## config.mk

```make
export PLATFORM = sky130hd
export DESIGN_NAME = id_ex_hazard_reg_flat
export DESIGN_NICKNAME = d
export VERILOG_FILES = /design/src/rtl/id_ex_hazard_reg_if.sv /design/src/rtl/id_ex_hazard_reg.sv /design/src/flat_wrapper.sv
export SDC_FILE = /design/constraint.sdc
export NUM_CORES = 1
export LEC_CHECK = 0
export ABC_AREA = 0
export BUFFER_PORTS_ARGS = -buffer_cell sky130_fd_sc_hd__buf_2
export CAP_MARGIN = 20
export CORE_MARGIN = 2
export CORE_UTILIZATION = 30
export CTS_CLUSTER_DIAMETER = 100
export DETAILED_ROUTE_END_ITERATION = 16
export HOLD_SLACK_MARGIN = 0.12
export SYNTH_ARGS = -nofsm -noshare
export SYNTH_HDL_FRONTEND = slang
export SYNTH_SLANG_ARGS = --single-unit
```

## constraint.sdc

```tcl
create_clock -name clk -period 3.25 [get_ports clk]
set_input_delay 0.325 -clock clk [delete_from_list [all_inputs] [get_ports clk]]
set_output_delay 0.325 -clock clk [all_outputs]
set_load 0.1 [all_outputs]
```

## src/rtl/id_ex_hazard_reg_if.sv

```systemverilog
// ID/EX pipeline register bus: decoder/operand inputs from ID, registered copies for EX,
// plus the branch flush / hold controls and the stall and bubble-count status.
interface id_ex_hazard_reg_if #(
   parameter int WIDTH = 32,
   parameter int CNT_W = 16
);
   logic             id_RegDst, id_ALUSrc, id_MemtoReg, id_RegWrite;
   logic             id_MemRead, id_MemWrite, id_Branch, id_Jump;
   logic [1:0]       id_ALUOp;
   logic [WIDTH-1:0] id_rd1, id_rd2, id_imm, id_pc4;
   logic [4:0]       id_rs, id_rt, id_rd;
   logic             flush, hold;

   logic             ex_RegDst, ex_ALUSrc, ex_MemtoReg, ex_RegWrite;
   logic             ex_MemRead, ex_MemWrite, ex_Branch, ex_Jump;
   logic [1:0]       ex_ALUOp;
   logic [WIDTH-1:0] ex_rd1, ex_rd2, ex_imm, ex_pc4;
   logic [4:0]       ex_rs, ex_rt, ex_rd;
   logic             ex_valid, stall;
   logic [CNT_W-1:0] bubble_cnt;

   modport master (
      output id_RegDst, id_ALUSrc, id_MemtoReg, id_RegWrite,
             id_MemRead, id_MemWrite, id_Branch, id_Jump,
             id_ALUOp, id_rd1, id_rd2, id_imm, id_pc4, id_rs, id_rt, id_rd,
             flush, hold,
      input  ex_RegDst, ex_ALUSrc, ex_MemtoReg, ex_RegWrite,
             ex_MemRead, ex_MemWrite, ex_Branch, ex_Jump,
             ex_ALUOp, ex_rd1, ex_rd2, ex_imm, ex_pc4, ex_rs, ex_rt, ex_rd,
             ex_valid, stall, bubble_cnt
   );

   modport slave (
      input  id_RegDst, id_ALUSrc, id_MemtoReg, id_RegWrite,
             id_MemRead, id_MemWrite, id_Branch, id_Jump,
             id_ALUOp, id_rd1, id_rd2, id_imm, id_pc4, id_rs, id_rt, id_rd,
             flush, hold,
      output ex_RegDst, ex_ALUSrc, ex_MemtoReg, ex_RegWrite,
             ex_MemRead, ex_MemWrite, ex_Branch, ex_Jump,
             ex_ALUOp, ex_rd1, ex_rd2, ex_imm, ex_pc4, ex_rs, ex_rt, ex_rd,
             ex_valid, stall, bubble_cnt
   );
endinterface

```

## src/rtl/id_ex_hazard_reg.sv

```systemverilog
// ID/EX pipeline register with load-use hazard detection, branch flush, external hold
// and a saturating count of inserted load-use bubbles.
module id_ex_hazard_reg #(
   parameter int WIDTH = 32,
   parameter int CNT_W = 16
) (
   input logic            clk,
   input logic            rst,
   id_ex_hazard_reg_if.slave bus
);
   localparam int PW = 10 + 4 * WIDTH + 15;

   logic [PW-1:0]    id_vec;
   logic [PW-1:0]    ex_vec;
   logic             ex_valid;
   logic [CNT_W-1:0] bubble_cnt;
   logic             lu;

   // Whole payload handled as one vector so a bubble zeroes every field alike.
   assign id_vec = {bus.id_RegDst, bus.id_ALUSrc, bus.id_MemtoReg, bus.id_RegWrite,
                    bus.id_MemRead, bus.id_MemWrite, bus.id_Branch, bus.id_Jump,
                    bus.id_ALUOp, bus.id_rd1, bus.id_rd2, bus.id_imm, bus.id_pc4,
                    bus.id_rs, bus.id_rt, bus.id_rd};

   assign {bus.ex_RegDst, bus.ex_ALUSrc, bus.ex_MemtoReg, bus.ex_RegWrite,
           bus.ex_MemRead, bus.ex_MemWrite, bus.ex_Branch, bus.ex_Jump,
           bus.ex_ALUOp, bus.ex_rd1, bus.ex_rd2, bus.ex_imm, bus.ex_pc4,
           bus.ex_rs, bus.ex_rt, bus.ex_rd} = ex_vec;

   assign bus.ex_valid   = ex_valid;
   assign bus.bubble_cnt = bubble_cnt;

   // rt is only a source for R-type/BEQ (ALUSrc=0) and SW (MemWrite=1).
   always_comb begin
      lu = bus.ex_MemRead & ex_valid & (bus.ex_rt != '0) &
           ((bus.ex_rt == bus.id_rs) |
            ((bus.ex_rt == bus.id_rt) & (~bus.id_ALUSrc | bus.id_MemWrite)));
   end

   assign bus.stall = (lu | bus.hold) & ~bus.flush;

   always_ff @(posedge clk or negedge rst) begin
      if (!rst) begin
         ex_vec     <= '0;
         ex_valid   <= 1'b0;
         bubble_cnt <= '0;
      end else if (bus.flush) begin
         ex_vec   <= '0;
         ex_valid <= 1'b0;
      end else if (bus.hold) begin
         ex_vec   <= ex_vec;
         ex_valid <= ex_valid;
      end else if (lu) begin
         ex_vec   <= '0;
         ex_valid <= 1'b0;
         if (bubble_cnt != '1)
            bubble_cnt <= bubble_cnt + CNT_W'(1);
      end else begin
         ex_vec   <= id_vec;
         ex_valid <= 1'b1;
      end
   end
endmodule

```

## src/flat_wrapper.sv

```systemverilog
// flat-port wrapper written by rule: the top's interface ports become plain ports
module id_ex_hazard_reg_flat 
#(
   parameter int WIDTH = 32,
   parameter int CNT_W = 16
)
  (clk, rst, bus_id_RegDst, bus_id_ALUSrc, bus_id_MemtoReg, bus_id_RegWrite, bus_id_MemRead, bus_id_MemWrite, bus_id_Branch, bus_id_Jump, bus_id_ALUOp, bus_id_rd1, bus_id_rd2, bus_id_imm, bus_id_pc4, bus_id_rs, bus_id_rt, bus_id_rd, bus_flush, bus_hold, bus_ex_RegDst, bus_ex_ALUSrc, bus_ex_MemtoReg, bus_ex_RegWrite, bus_ex_MemRead, bus_ex_MemWrite, bus_ex_Branch, bus_ex_Jump, bus_ex_ALUOp, bus_ex_rd1, bus_ex_rd2, bus_ex_imm, bus_ex_pc4, bus_ex_rs, bus_ex_rt, bus_ex_rd, bus_ex_valid, bus_stall, bus_bubble_cnt);
  id_ex_hazard_reg_if #(.WIDTH(WIDTH), .CNT_W(CNT_W)) bus_i ();
  input logic clk;
  input logic rst;
  input wire logic [$bits(bus_i.id_RegDst)-1:0] bus_id_RegDst;
  input wire logic [$bits(bus_i.id_ALUSrc)-1:0] bus_id_ALUSrc;
  input wire logic [$bits(bus_i.id_MemtoReg)-1:0] bus_id_MemtoReg;
  input wire logic [$bits(bus_i.id_RegWrite)-1:0] bus_id_RegWrite;
  input wire logic [$bits(bus_i.id_MemRead)-1:0] bus_id_MemRead;
  input wire logic [$bits(bus_i.id_MemWrite)-1:0] bus_id_MemWrite;
  input wire logic [$bits(bus_i.id_Branch)-1:0] bus_id_Branch;
  input wire logic [$bits(bus_i.id_Jump)-1:0] bus_id_Jump;
  input wire logic [$bits(bus_i.id_ALUOp)-1:0] bus_id_ALUOp;
  input wire logic [$bits(bus_i.id_rd1)-1:0] bus_id_rd1;
  input wire logic [$bits(bus_i.id_rd2)-1:0] bus_id_rd2;
  input wire logic [$bits(bus_i.id_imm)-1:0] bus_id_imm;
  input wire logic [$bits(bus_i.id_pc4)-1:0] bus_id_pc4;
  input wire logic [$bits(bus_i.id_rs)-1:0] bus_id_rs;
  input wire logic [$bits(bus_i.id_rt)-1:0] bus_id_rt;
  input wire logic [$bits(bus_i.id_rd)-1:0] bus_id_rd;
  input wire logic [$bits(bus_i.flush)-1:0] bus_flush;
  input wire logic [$bits(bus_i.hold)-1:0] bus_hold;
  output wire logic [$bits(bus_i.ex_RegDst)-1:0] bus_ex_RegDst;
  output wire logic [$bits(bus_i.ex_ALUSrc)-1:0] bus_ex_ALUSrc;
  output wire logic [$bits(bus_i.ex_MemtoReg)-1:0] bus_ex_MemtoReg;
  output wire logic [$bits(bus_i.ex_RegWrite)-1:0] bus_ex_RegWrite;
  output wire logic [$bits(bus_i.ex_MemRead)-1:0] bus_ex_MemRead;
  output wire logic [$bits(bus_i.ex_MemWrite)-1:0] bus_ex_MemWrite;
  output wire logic [$bits(bus_i.ex_Branch)-1:0] bus_ex_Branch;
  output wire logic [$bits(bus_i.ex_Jump)-1:0] bus_ex_Jump;
  output wire logic [$bits(bus_i.ex_ALUOp)-1:0] bus_ex_ALUOp;
  output wire logic [$bits(bus_i.ex_rd1)-1:0] bus_ex_rd1;
  output wire logic [$bits(bus_i.ex_rd2)-1:0] bus_ex_rd2;
  output wire logic [$bits(bus_i.ex_imm)-1:0] bus_ex_imm;
  output wire logic [$bits(bus_i.ex_pc4)-1:0] bus_ex_pc4;
  output wire logic [$bits(bus_i.ex_rs)-1:0] bus_ex_rs;
  output wire logic [$bits(bus_i.ex_rt)-1:0] bus_ex_rt;
  output wire logic [$bits(bus_i.ex_rd)-1:0] bus_ex_rd;
  output wire logic [$bits(bus_i.ex_valid)-1:0] bus_ex_valid;
  output wire logic [$bits(bus_i.stall)-1:0] bus_stall;
  output wire logic [$bits(bus_i.bubble_cnt)-1:0] bus_bubble_cnt;
  assign bus_i.id_RegDst = bus_id_RegDst;
  assign bus_i.id_ALUSrc = bus_id_ALUSrc;
  assign bus_i.id_MemtoReg = bus_id_MemtoReg;
  assign bus_i.id_RegWrite = bus_id_RegWrite;
  assign bus_i.id_MemRead = bus_id_MemRead;
  assign bus_i.id_MemWrite = bus_id_MemWrite;
  assign bus_i.id_Branch = bus_id_Branch;
  assign bus_i.id_Jump = bus_id_Jump;
  assign bus_i.id_ALUOp = bus_id_ALUOp;
  assign bus_i.id_rd1 = bus_id_rd1;
  assign bus_i.id_rd2 = bus_id_rd2;
  assign bus_i.id_imm = bus_id_imm;
  assign bus_i.id_pc4 = bus_id_pc4;
  assign bus_i.id_rs = bus_id_rs;
  assign bus_i.id_rt = bus_id_rt;
  assign bus_i.id_rd = bus_id_rd;
  assign bus_i.flush = bus_flush;
  assign bus_i.hold = bus_hold;
  assign bus_ex_RegDst = bus_i.ex_RegDst;
  assign bus_ex_ALUSrc = bus_i.ex_ALUSrc;
  assign bus_ex_MemtoReg = bus_i.ex_MemtoReg;
  assign bus_ex_RegWrite = bus_i.ex_RegWrite;
  assign bus_ex_MemRead = bus_i.ex_MemRead;
  assign bus_ex_MemWrite = bus_i.ex_MemWrite;
  assign bus_ex_Branch = bus_i.ex_Branch;
  assign bus_ex_Jump = bus_i.ex_Jump;
  assign bus_ex_ALUOp = bus_i.ex_ALUOp;
  assign bus_ex_rd1 = bus_i.ex_rd1;
  assign bus_ex_rd2 = bus_i.ex_rd2;
  assign bus_ex_imm = bus_i.ex_imm;
  assign bus_ex_pc4 = bus_i.ex_pc4;
  assign bus_ex_rs = bus_i.ex_rs;
  assign bus_ex_rt = bus_i.ex_rt;
  assign bus_ex_rd = bus_i.ex_rd;
  assign bus_ex_valid = bus_i.ex_valid;
  assign bus_stall = bus_i.stall;
  assign bus_bubble_cnt = bus_i.bubble_cnt;
  id_ex_hazard_reg #(.WIDTH(WIDTH), .CNT_W(CNT_W)) u_core (.clk(clk), .rst(rst), .bus(bus_i));
endmodule
```

==> metrics.md, run 1 <==
| Metric | Value |
|---|---|
| Status | `complete, no violations` |
| Vias | `~6400` |
| Ant. Diodes | `0` |
| Total wire length | `between 20 and 25 mm` |
| CTS Sinks | `170` |
| Post-synthesis net count | `790` |
| Vias per cell | `5.06` |
| Antenna violations before repair | `0` |
| Sequential area share after synthesis | `0.569` |
| Post-synth top area share | `0.569` |
| CTS H-tree lvls | `4` |
| Iteration-0 DRC Markers | `just under 500` |
| Internal power | `between 0.003 and 0.004 W` |
| Root buffer cell | `clkbuf_16` |
| Post-synthesis async set-or-reset flop share | `1.00` |
| Worst hold path type | `input pin to flop` |
| #FFs+latches synth | `170` |
| Die area | `26200 µm²` |
| CTS Buf Count | `17` |
| Critical path class | `flop to output pin` |
| Minimum clock period | `2650 ps` |
| Ys Warns | `0` |
| Port buffer count | `327` |
| Residual DRC | `0` |
| RePlAce Congestion | `0.768` |
| Post-Synth XOR/XNOR Area | `0.0281` |
| Clock transition at the registers of the reported paths | `70 ps` |
| RR Endpoint | `u_core.ex_vec[58]$_DFFE_PN0P_` |
| Pwr dens | `563 nW/µm²` |
| CTS tree | `done` |
| Setup crit end kind | `output pin` |
| Setup violators final | `0` |
| Synth Instances | `632` |
| Netlist cell types | `29` |
| F_max | `0.378 GHz` |
| Fin Clk Skew | `10.4 ps` |
| Wirelength per Cell | `18.0 µm` |
| Worst Hold Depth | `2` |
| Syn_area_per_cell | `11.8 µm²` |
| Fraction of layout cells with a size suffix above 1 | `0.407` |
| Cts repair resizes | `0` |
| Pwr Total | `~0.0056 W` |
| Switch Pwr | `0.00207 W` |
| Required time worst endpoint | `2920 ps` |
| Top-Level Pins | `328` |
| Net Sw Frac | `0.370` |
| Final net count | `1082` |
| Pin count of the biggest net entering global routing | `between 80 and 90` |
| Worst VDD drop | `0.000233 V` |
| Final Hold Fails | `0` |
| Hold_sp | `bus_id_RegDst` |
| Setup TNS | `0 ps` |
| Fin crit share | `0.814` |
| Layout filler cell count | `roughly 2500` |
| Worst-path maximum fanout | `27` |
| Clock group share of total power | `0.346` |
| Rel. slew slack | `0.499` |
| Synth top area cells | `dfrtp_1 57%, a22o_1 17%, and3_1 13%, xnor2_1 2.8%, clkbuf_1 2.5%` |
| Post-synthesis adder-cell area fraction | `0.00167` |
| Reg2reg path depth | `6` |
| Setup repair bufs after CTS | `0` |
| Initial DRT Pass Iterations | `6` |
| DP HPWL | `15.1 mm` |
| Max-cap check violation count | `0` |
| Count leader, synth | `dfrtp_1` |
| Netlist Area Pre-Place | `7470 µm²` |
| Slew Limit Fails | `0` |
| Crit path launch type | `flop` |
| Die X | `162 µm` |
| RSZ-0062 raised after global routing | `false` |
| Combinational family with the most area after synthesis | `compound AO/OA/AOI/OAI gates` |
| Initial Util | `0.306` |
| First-pass GRT wire length | `35.0 mm` |
| Worst-Margin Slew | `752 ps` |
| Area leader, netlist | `dfrtp_1` |
| Grt total ovfl | `0` |
| R2R setup slack | `1000 ps` |
| Post-synth EDFFs | `0` |
| Post-synth top cells | `170 x dfrtp_1, 155 x and3_1, 146 x a22o_1` |
| Min Hold Slack | `roughly 150 ps` |
| Critical path data arrival time | `2320 ps` |
| Layout area overhead | `33.0%` |
| Synth Area in Compound Gates | `0.187` |
| Core footprint | `approximately 24000 µm²` |
| Vias in the first global route | `6122` |
| Sequential share of power | `0.409` |
| R2R Path Start | `u_core.ex_vec[5]$_DFFE_PN0P_` |
| Die height | `162 µm` |
| Top_reg_cell synth | `dfrtp_1` |
| Leakage power | `approximately 5.7 nW` |
| Final ANT Viol Nets | `0` |
| Clock Latency Late Sink | `420 ps` |
| WHS Endpoint | `u_core.ex_vec[152]$_DFFE_PN0P_` |
| Multiplexer area fraction after synthesis | `0.00301` |
| Maximum root-to-sink buffer count | `2` |
| Synth Area in Simple Gates | `0.166` |
| Std cell rows | `57` |
| Logic gate share of total power | `0.245` |
| Total GRT Usage | `0.166` |
[power groups by stage]
stage / registers (W) / logic (W) / clock network, W
4_1_cts: 0.00229 / 0.00138 / 0.00201
3_3_place_gp: 0.00232 / 0.00137 / 0
5_1_grt: 0.00230 / 0.00143 / 0.00210
3_5_place_dp: 0.00232 / 0.00138 / 0
2_1_floorplan: 0.00312 / 0.000238 / 0
6_report: 0.00229 / 0.00137 / 0.00193
[placed cells by master, fill, tap and decap left out, types with 3 or more instances in the layout]
| cell type | synthesis | routed |
|---|---|---|
| buf_2 | 12 | 325 |
| dfrtp_1 | 170 | 170 |
| and3_1 | 155 | 155 |
| a22o_1 | 146 | 146 |
| xnor2_1 | 24 | 24 |
| clkbuf_16 | 0 | 17 |
| nand4_1 | 11 | 11 |
| nand3_1 | 11 | 11 |
| buf_4 | 0 | 9 |
| nand2_1 | 8 | 8 |
| a32o_1 | 7 | 7 |
| nor2_1 | 7 | 6 |
| buf_12 | 0 | 5 |
| nor3_1 | 4 | 4 |
| clkinvlp_4 | 0 | 4 |
| clkinv_2 | 0 | 3 |
| clkinv_4 | 0 | 3 |
| inv_6 | 0 | 3 |
[worst max-delay path by stage]
| stage | startpoint | to | slack [ps] | cells past startpoint |
|---|---|---|---|---|
| 4_1_cts | u_core.ex_vec[5]$_DFFE_PN0P_ | bus_stall | 580 | 6 |
| 5_1_grt | u_core.ex_vec[8]$_DFFE_PN0P_ | bus_stall | 460 | 7 |
| 2_1_floorplan | u_core.ex_vec[6]$_DFFE_PN0P_ | bus_stall | 120 | 6 |
| 3_5_place_dp | u_core.ex_vec[5]$_DFFE_PN0P_ | u_core.ex_vec[35]$_DFFE_PN0P_ | 1030 | 6 |
| 6_report | u_core.ex_vec[5]$_DFFE_PN0P_ | bus_stall | 600 | 6 |
| 3_3_place_gp | u_core.ex_vec[5]$_DFFE_PN0P_ | bus_stall | 1060 | 6 |
[logic make-up (layout without fill, tap and decap cells)]
| logic type | Yosys count | count (layout) |
|---|---|---|
| and+or+nand+nor | 205 | 205 |
| xor gates and xnor gates | 24 | 24 |
| buffers and inverters | 72 | 377 |
| DFF | 170 | 170 |
| AOI/OAI and AO/OA | 158 | 158 |
| muxes | 2 | 2 |
| adders and majority gates | 1 | 1 |
[per-layer routing]
metal,GRT usage,vias to the layer above,wire length [µm]
met3,0.0452,22,1520
li1,-,2975,-
met5,0,-,0
met4,0.0467,0,354
met1,0.225,3156,9980
met2,0.260,225,10800
[per-stage QoR]
stage | cells | utilization | setup WS (ps) | cell area (µm²)
3_5_place_dp | 1228 | 0.384 | 1030 | 9380
4_1_cts | 1261 | 0.407 | 584 | 9940
5_1_grt | 1261 | 0.407 | 462 | 9940
6_report | 1261 | 0.407 | 604 | 9940
3_3_place_gp | 1228 | 0.384 | 1060 | 9380
2_1_floorplan | 632 | - | 124 | 7480
[worst max-delay path, cell delays in order (launching register included)]
cell and delay, ps:
dfrtp_1 440, or4_1 560, o211ai_2 210, inv_2 90
nand2_4 290, a21oi_2 130, buf_12 180
[registers in the layout, indices dropped and copies added, names as in the netlist]
register               flops
u_core.ex_vec            153
u_core.bus.ex_valid        1
u_core.bus.bubble_cnt     16
[area by class of cell]
type / count / area [µm²] / area share
inverter: 4 / 17.5 / 0.00176
sequential: 170 / 4250 / 0.428
tap: 324 / 405 / 0.0408
timing repair buffer: 341 / 1820 / 0.183
clock inverter: 13 / 110 / 0.0111
multi-input combinational: 390 / 2890 / 0.291
clock buffer: 19 / 443 / 0.0446
[timing repair]
item,CTS,global route
endpoints found under the setup margin,0,0
hold endpoints to repair,55,0
hold buffers,1,0
No activity file was read; power rests on OpenSTA's default activity.
==> run 2, diff against run 1 <==
- clock period: 3.25 -> 2.3 ns (I/O delays scaled with it)
==> run 2 against run 1 <==
Compared with the run above: clock skew up 1.5 ps; count of clock-buffer cells in the layout is the same; total power rose by 42%; critical endpoint unchanged; largest cell class unchanged.
==> metrics.md, run 2 (synthesis results as in run 1) <==
| Metric | Value |
|---|---|
| Minimum clock period | `2260 ps` |
| Fin Clk Skew | `11.9 ps (was 10.4 ps)` |
| CTS Buf Count | `17 (unchanged)` |
| Setup crit end kind | `output pin (unchanged)` |
| RePlAce Congestion | `0.775 (was 0.768)` |
| Antenna violations before repair | `3 (was 0)` |
| Pin count of the biggest net entering global routing | `159 (was 86)` |
| Residual DRC | `0 (unchanged)` |
| Max FFs per register | `153 (unchanged)` |
| Vias in the first global route | `6249 (was 6122)` |
| Initial DRT Pass Iterations | `4 (was 6)` |
| Multi-input gate area | `2930 µm² (was 2890 µm²)` |
| Critical path class | `flop to output pin (unchanged)` |
| Most flops, register | `u_core.ex_vec (unchanged)` |
| Layout area overhead | `36.2% (was 33.0%)` |
| Status | `complete, no violations (unchanged)` |
| Max-cap check violation count | `0 (unchanged)` |
| Largest regs | `u_core.ex_vec: 153 flops, u_core.bus.bubble_cnt: 16 flops, u_core.bus.ex_valid: 1 flops (unchanged)` |
| Die height | `162 µm (unchanged)` |
| Slew Limit Fails | `0 (unchanged)` |
| Required time worst endpoint | `2070 ps (was 2920 ps)` |
| Worst-Margin Slew | `780 ps (was 752 ps)` |
| Root buffer cell | `clkbuf_16 (unchanged)` |
| F_max | `0.442 GHz` |
| Iteration-0 DRC Markers | `604 (was 494)` |
| Leakage power | `5.81 nW (was 5.73 nW)` |
| Total wire length | `22.9 mm (was 22.7 mm)` |
| Maximum root-to-sink buffer count | `2 (unchanged)` |
| Most frequent cells in the layout | `325 x buf_2, 155 x and3_1, 154 x dfrtp_1 (was 325 x buf_2, 170 x dfrtp_1, 155 x and3_1)` |
| Total GRT Usage | `0.169 (was 0.166)` |
| Commonest non-fill, non-tap cell in the layout | `buf_2 (unchanged)` |
| Die area | `26200 µm² (unchanged)` |
| Final Hold Fails | `0 (unchanged)` |
| Min Hold Slack | `155 ps (was 151 ps)` |
| Pwr dens | `779 nW/µm² (was 563 nW/µm²)` |
| Internal power | `0.00498 W (was 0.00352 W)` |
| Std cell rows | `57 (unchanged)` |
| Clock group share of total power | `0.345 (was 0.346)` |
| Fraction of layout cells with a size suffix above 1 | `0.431 (was 0.407)` |
| Clock Latency Late Sink | `420 ps (about the same)` |
| Switch Pwr | `0.00296 W (was 0.00207 W)` |
| Fin crit share | `0.984` |
| Logic gate share of total power | `0.248 (was 0.245)` |
| R2R setup slack | `160 ps (was 1000 ps)` |
| Sequential share of power | `0.408 (was 0.409)` |
| Sequential Area | `4290 µm² (was 4250 µm²)` |
| Worst VDD drop | `0.000467 V (was 0.000233 V)` |
| Rel. slew slack | `0.476 (was 0.499)` |
| Clock transition at the registers of the reported paths | `70 ps (about the same)` |
| Layout filler cell count | `2422 (was 2477)` |
| Die X | `162 µm (unchanged)` |
| Wirelength per Cell | `17.9 µm (was 18.0 µm)` |
| Setup violators final | `0 (unchanged)` |
| Grt total ovfl | `0 (unchanged)` |
| Vias per cell | `5.05 (was 5.06)` |
| Initial Util | `0.306 (unchanged)` |
| Port buffer count | `327 (unchanged)` |
| Pwr Total | `0.00794 W (was 0.00559 W)` |
| Critical path data arrival time | `2030 ps (was 2320 ps)` |
| First-pass GRT wire length | `35.7 mm (was 35.0 mm)` |
| Crit path launch type | `flop (unchanged)` |
| Final ANT Viol Nets | `0 (unchanged)` |
| RSZ-0062 raised after global routing | `true (was false)` |
| Worst-path maximum fanout | `2 (was 27)` |
| CTS Sinks | `170 (unchanged)` |
| Top-Level Pins | `328 (unchanged)` |
| DP HPWL | `15.0 mm (was 15.1 mm)` |
| Worst hold path type | `input pin to flop (unchanged)` |
| Vias | `6440 (was 6378)` |
| Core footprint | `24400 µm² (unchanged)` |
| CTS tree | `done (unchanged)` |
| CTS H-tree lvls | `4 (unchanged)` |
| Final net count | `1093 (was 1082)` |
| Net Sw Frac | `0.373 (was 0.370)` |
run 2: cell count changes in the layout (fill, tap and decap cells not counted), sizes merged:
| cell | before | now |
|---|---|---|
| buf | 340 | 350 |
| clkinv | 6 | 8 |
| clkinvlp | 4 | 2 |
| diode | 0 | 3 |
| dlygate4sd3 | 1 | 2 |
run 2: final timing paths:
| path | cells after the start | end | start |
|---|---|---|---|
| min in group asynchronous | 2 | u_core.bus.bubble_cnt[4]$_DFFE_PN0P_ | rst |
| max | 6 | bus_stall | u_core.ex_vec[5]$_DFFE_PN0P_ |
| min reg2reg | 1 | u_core.bus.bubble_cnt[10]$_DFFE_PN0P_ | u_core.bus.bubble_cnt[10]$_DFFE_PN0P_ |
| max in group asynchronous | 3 | u_core.ex_vec[28]$_DFFE_PN0P_ | rst |
| max reg2reg | 7 | u_core.bus.bubble_cnt[1]$_DFFE_PN0P_ | u_core.ex_vec[5]$_DFFE_PN0P_ |
| min | 3 | u_core.ex_vec[27]$_DFFE_PN0P_ | bus_id_pc4[12] |
run 2: per-layer routing:
layer,vias to the layer above,global-route usage,routed length (µm)
met2,226,0.259,10700
met5,-,0,13
met1,3187,0.232,10100
li1,2998,-,-
met3,27,0.0518,1630
met4,2,0.0491,408
run 2: worst max-delay path, stage by stage, from the launching register on:
cell	delay (ps)
dfrtp_4	470
or4_4	530
o211ai_2	180
inv_2	80
nand2_4	80
a21oi_4	70
buf_12	200
run 2: layout make-up:
| class | count | share of cell area |
|---|---|---|
| Multi-Input combinational cell | 390 | 0.287 |
| Clock buffer | 19 | 0.0425 |
| Clock inverter | 13 | 0.0111 |
| Timing Repair Buffer | 352 | 0.196 |
| Inverter | 4 | 0.00172 |
| Tap cell | 324 | 0.0398 |
| Antenna cell | 3 | 0.000737 |
| Sequential cell | 170 | 0.421 |
run 2: metrics by stage:
stage	cell area (µm²)	instances	setup slack [ps]	setup TNS [ps]	util
final	10200	1275	36.2	0	0.417
after global routing	10200	1273	-28.9	-28.9	0.417
after CTS	10100	1270	5.93	0	0.416
after detailed placement	9530	1231	236	0	0.391
after global placement	9530	1231	248	0	0.391
after floorplan	7520	632	1.52	0	-
run 2: power by group through the flow:
| stage | Clock [W] | Sequential (W) | Combinational (W) |
|---|---|---|---|
| after global placement | 0 | 0.00329 | 0.00195 |
| after detailed placement | 0 | 0.00329 | 0.00196 |
| after floorplan | 0 | 0.00442 | 0.000340 |
| after global routing | 0.00295 | 0.00325 | 0.00205 |
| final | 0.00273 | 0.00323 | 0.00197 |
| after CTS | 0.00282 | 0.00323 | 0.00197 |
run 2: what timing repair did:
action / CTS / global route
buffers inserted: 5 / 2
pin swaps: 2 / 5
endpoints found under the hold margin: 52 / 0
endpoints found under the setup margin: 1 / 1
hold buffers: 2 / 0
resized for setup: 0 / 4
==> run 3, diff against run 2 <==
- PLACE_DENSITY_LB_ADDON: not set -> 0.25
- REMOVE_ABC_BUFFERS: not set -> 1
==> run 3 against run 2 <==
Compared with the run above: final area is 0.34% lower; register-to-register slack better by 30 ps; non-clock buffer count is 1 lower; setup slack better by 50 ps; count of clock-buffer cells in the layout shrank 2; die area stayed put; largest power group unchanged.
==> metrics.md, run 3 (synthesis results as in run 1) <==
| Metric | Value |
|---|---|
| Status | `complete, no violations (unchanged)` |
| Design area | `10100 µm² (was 10200 µm²)` |
| Routing usage on met3 | `0.0416 (was 0.0518)` |
| Fraction of layout cells with a size suffix above 1 | `0.414 (was 0.431)` |
| Wirelength per Cell | `18.1 µm (was 17.9 µm)` |
| RR Endpoint | `u_core.bus.bubble_cnt[5]$_DFFE_PN0P_ (was u_core.bus.bubble_cnt[1]$_DFFE_PN0P_)` |
| Total GRT Usage | `0.169 (about the same)` |
| Setup crit end kind | `output pin (unchanged)` |
| Fin crit share | `0.963 (was 0.984)` |
| Placed cells | `1229 (was 1231)` |
| Required time worst endpoint | `2070 ps (about the same)` |
| Setup violators final | `0 (unchanged)` |
| CTS tree | `done (unchanged)` |
| Worst-path maximum fanout | `2 (unchanged)` |
| DP Area | `9420 µm² (was 9530 µm²)` |
| Pwr Total | `0.00823 W (was 0.00794 W)` |
| Critical path data arrival time | `1980 ps (was 2030 ps)` |
| Final Hold Fails | `0 (unchanged)` |
| Critical path class | `flop to output pin (unchanged)` |
| Antenna violations before repair | `0 (was 3)` |
| Max-cap check violation count | `0 (unchanged)` |
| Most frequent cells in the layout | `325 x buf_2, 170 x dfrtp_1, 155 x and3_1 (was 325 x buf_2, 155 x and3_1, 154 x dfrtp_1)` |
| Reg2reg path depth | `6 (was 7)` |
| Setup ws final | `85.8 ps (was 36.2 ps)` |
| Clock Latency Late Sink | `420 ps (about the same)` |
| Grt total ovfl | `0 (unchanged)` |
| Met2 GRT Util | `0.265 (was 0.259)` |
| Ant. Diodes | `0 (was 3)` |
| Setup crit end | `bus_stall (unchanged)` |
| Total wire length | `23.0 mm (was 22.9 mm)` |
| Post-route insts no fill | `1271 (was 1275)` |
| Commonest non-fill, non-tap cell in the layout | `buf_2 (unchanged)` |
| Crit path launch type | `flop (unchanged)` |
| Pwr dens | `811 nW/µm² (was 779 nW/µm²)` |
| Max FFs per register | `153 (unchanged)` |
| Die height | `162 µm (unchanged)` |
| Crit path from | `u_core.ex_vec[5]$_DFFE_PN0P_ (unchanged)` |
| Final net count | `1092 (was 1093)` |
| Vias per cell | `5.02 (was 5.05)` |
| Fin Clk Skew | `15.4 ps (was 11.9 ps)` |
| Rel. slew slack | `0.416 (was 0.476)` |
| DP HPWL | `14.6 mm (was 15.0 mm)` |
| Layout area overhead | `35.8% (was 36.2%)` |
| R2R Path Start | `u_core.ex_vec[9]$_DFFE_PN0P_ (was u_core.ex_vec[5]$_DFFE_PN0P_)` |
| Layout filler cell count | `2448 (was 2422)` |
| Pin count of the biggest net entering global routing | `159 (unchanged)` |
| Vias in the first global route | `6160 (was 6249)` |
| Met1 Use GR | `0.238 (was 0.232)` |
| Worst-Margin Slew | `869 ps (was 780 ps)` |
| Leakage power | `5.84 nW (was 5.81 nW)` |
| Top-Level Pins | `328 (unchanged)` |
| Dpl ws | `224 ps (was 236 ps)` |
| CTS Sinks | `170 (unchanged)` |
| RePlAce Congestion | `0.810 (was 0.775)` |
| Vias | `6383 (was 6440)` |
| Initial Util | `0.306 (unchanged)` |
| Die X | `162 µm (unchanged)` |
| Port buffer count | `327 (unchanged)` |
| Initial DRT Pass Iterations | `4 (unchanged)` |
| Worst VDD drop | `0.000365 V (was 0.000467 V)` |
| CTS H-tree lvls | `4 (unchanged)` |
| R2R setup slack | `190 ps (was 160 ps)` |
| Setup TNS | `0 ps (unchanged)` |
| First-pass GRT wire length | `35.7 mm (about the same)` |
| Largest regs | `u_core.ex_vec: 153 flops, u_core.bus.bubble_cnt: 16 flops, u_core.bus.ex_valid: 1 flops (unchanged)` |
| Slew Limit Fails | `0 (unchanged)` |
| Die area | `26200 µm² (unchanged)` |
| Clock transition at the registers of the reported paths | `80 ps (was 70 ps)` |
| Root buffer cell | `clkbuf_16 (unchanged)` |
| Std cell rows | `57 (unchanged)` |
| Most flops, register | `u_core.ex_vec (unchanged)` |
| F_max | `0.452 GHz (was 0.442 GHz)` |
| Core footprint | `24400 µm² (unchanged)` |
| Minimum clock period | `2210 ps (was 2260 ps)` |
| Iteration-0 DRC Markers | `413 (was 604)` |
| Maximum root-to-sink buffer count | `2 (unchanged)` |
| Worst hold path type | `input pin to flop (unchanged)` |
| RSZ-0062 raised after global routing | `false (was true)` |
| Final ANT Viol Nets | `0 (unchanged)` |
| GRT busiest layer | `met2 (unchanged)` |
| Residual DRC | `0 (unchanged)` |
| CTS Buf Count | `17 (unchanged)` |
## run 3: final cells by class
class / instances / area [µm²] / share of cell area
Multi-Input combinational cell: 390 / 2910 / 0.287
Tap cell: 324 / 405 / 0.0400
Timing Repair Buffer: 351 / 1930 / 0.190
Clock buffer: 17 / 425 / 0.0419
Clock inverter: 15 / 200 / 0.0197
Inverter: 4 / 17.5 / 0.00173
Sequential cell: 170 / 4250 / 0.419
## run 3: worst min-delay path by stage
stage | depth (start not counted) | slack [ps] | end | from
after global placement | 1 | 240 | u_core.ex_vec[8]$_DFFE_PN0P_ | rst
after global routing | 3 | 130 | u_core.ex_vec[130]$_DFFE_PN0P_ | bus_id_rd1[19]
after CTS | 3 | 130 | u_core.ex_vec[110]$_DFFE_PN0P_ | bus_id_rd2[31]
after floorplan | 0 | -70 | u_core.bus.bubble_cnt[0]$_DFFE_PN0P_ | rst
after detailed placement | 1 | 240 | u_core.bus.bubble_cnt[14]$_DFFE_PN0P_ | rst
final | 3 | 150 | u_core.ex_vec[110]$_DFFE_PN0P_ | bus_id_rd2[31]
## run 3: layer usage
metal	vias to the layer above	share of wire
met5	-	0
met4	0	0.011
met3	15	0.062
met2	213	0.47
met1	3165	0.46
li1	2990	-
## run 3: worst max-delay path: stages, from the launching register on
cell      delay (ps)
dfrtp_1          400
or4_4            560
o211ai_4         190
inv_2             70
nand2_4           80
a21oi_4           60
buf_12           210
## run 3: through the flow
| step | hold slack, ps | util |
|---|---|---|
| after global routing | 132 | 0.416 |
| after detailed placement | 244 | 0.386 |
| after global placement | 242 | 0.386 |
| after CTS | 129 | 0.415 |
| after floorplan | -65.6 | - |
| final | 152 | 0.416 |
## run 3: power by group
part | switching [W] | leakage, nW | internal (W) | total [W]
clock | 0.00137 | 0.307 | 0.00167 | 0.00304
sequential | 0.0000879 | 2.27 | 0.00314 | 0.00323
combinational | 0.00155 | 3.26 | 0.000411 | 0.00196
## run 3: timing repair
action / 4_1_cts / 5_1_grt
setup buffers: 7 / 1
pin swaps: 1 / 2
endpoints found under the setup margin: 1 / 1
endpoints found under the hold margin: 49 / 0
gates resized for setup: 1 / 3
hold buffers: 2 / 0
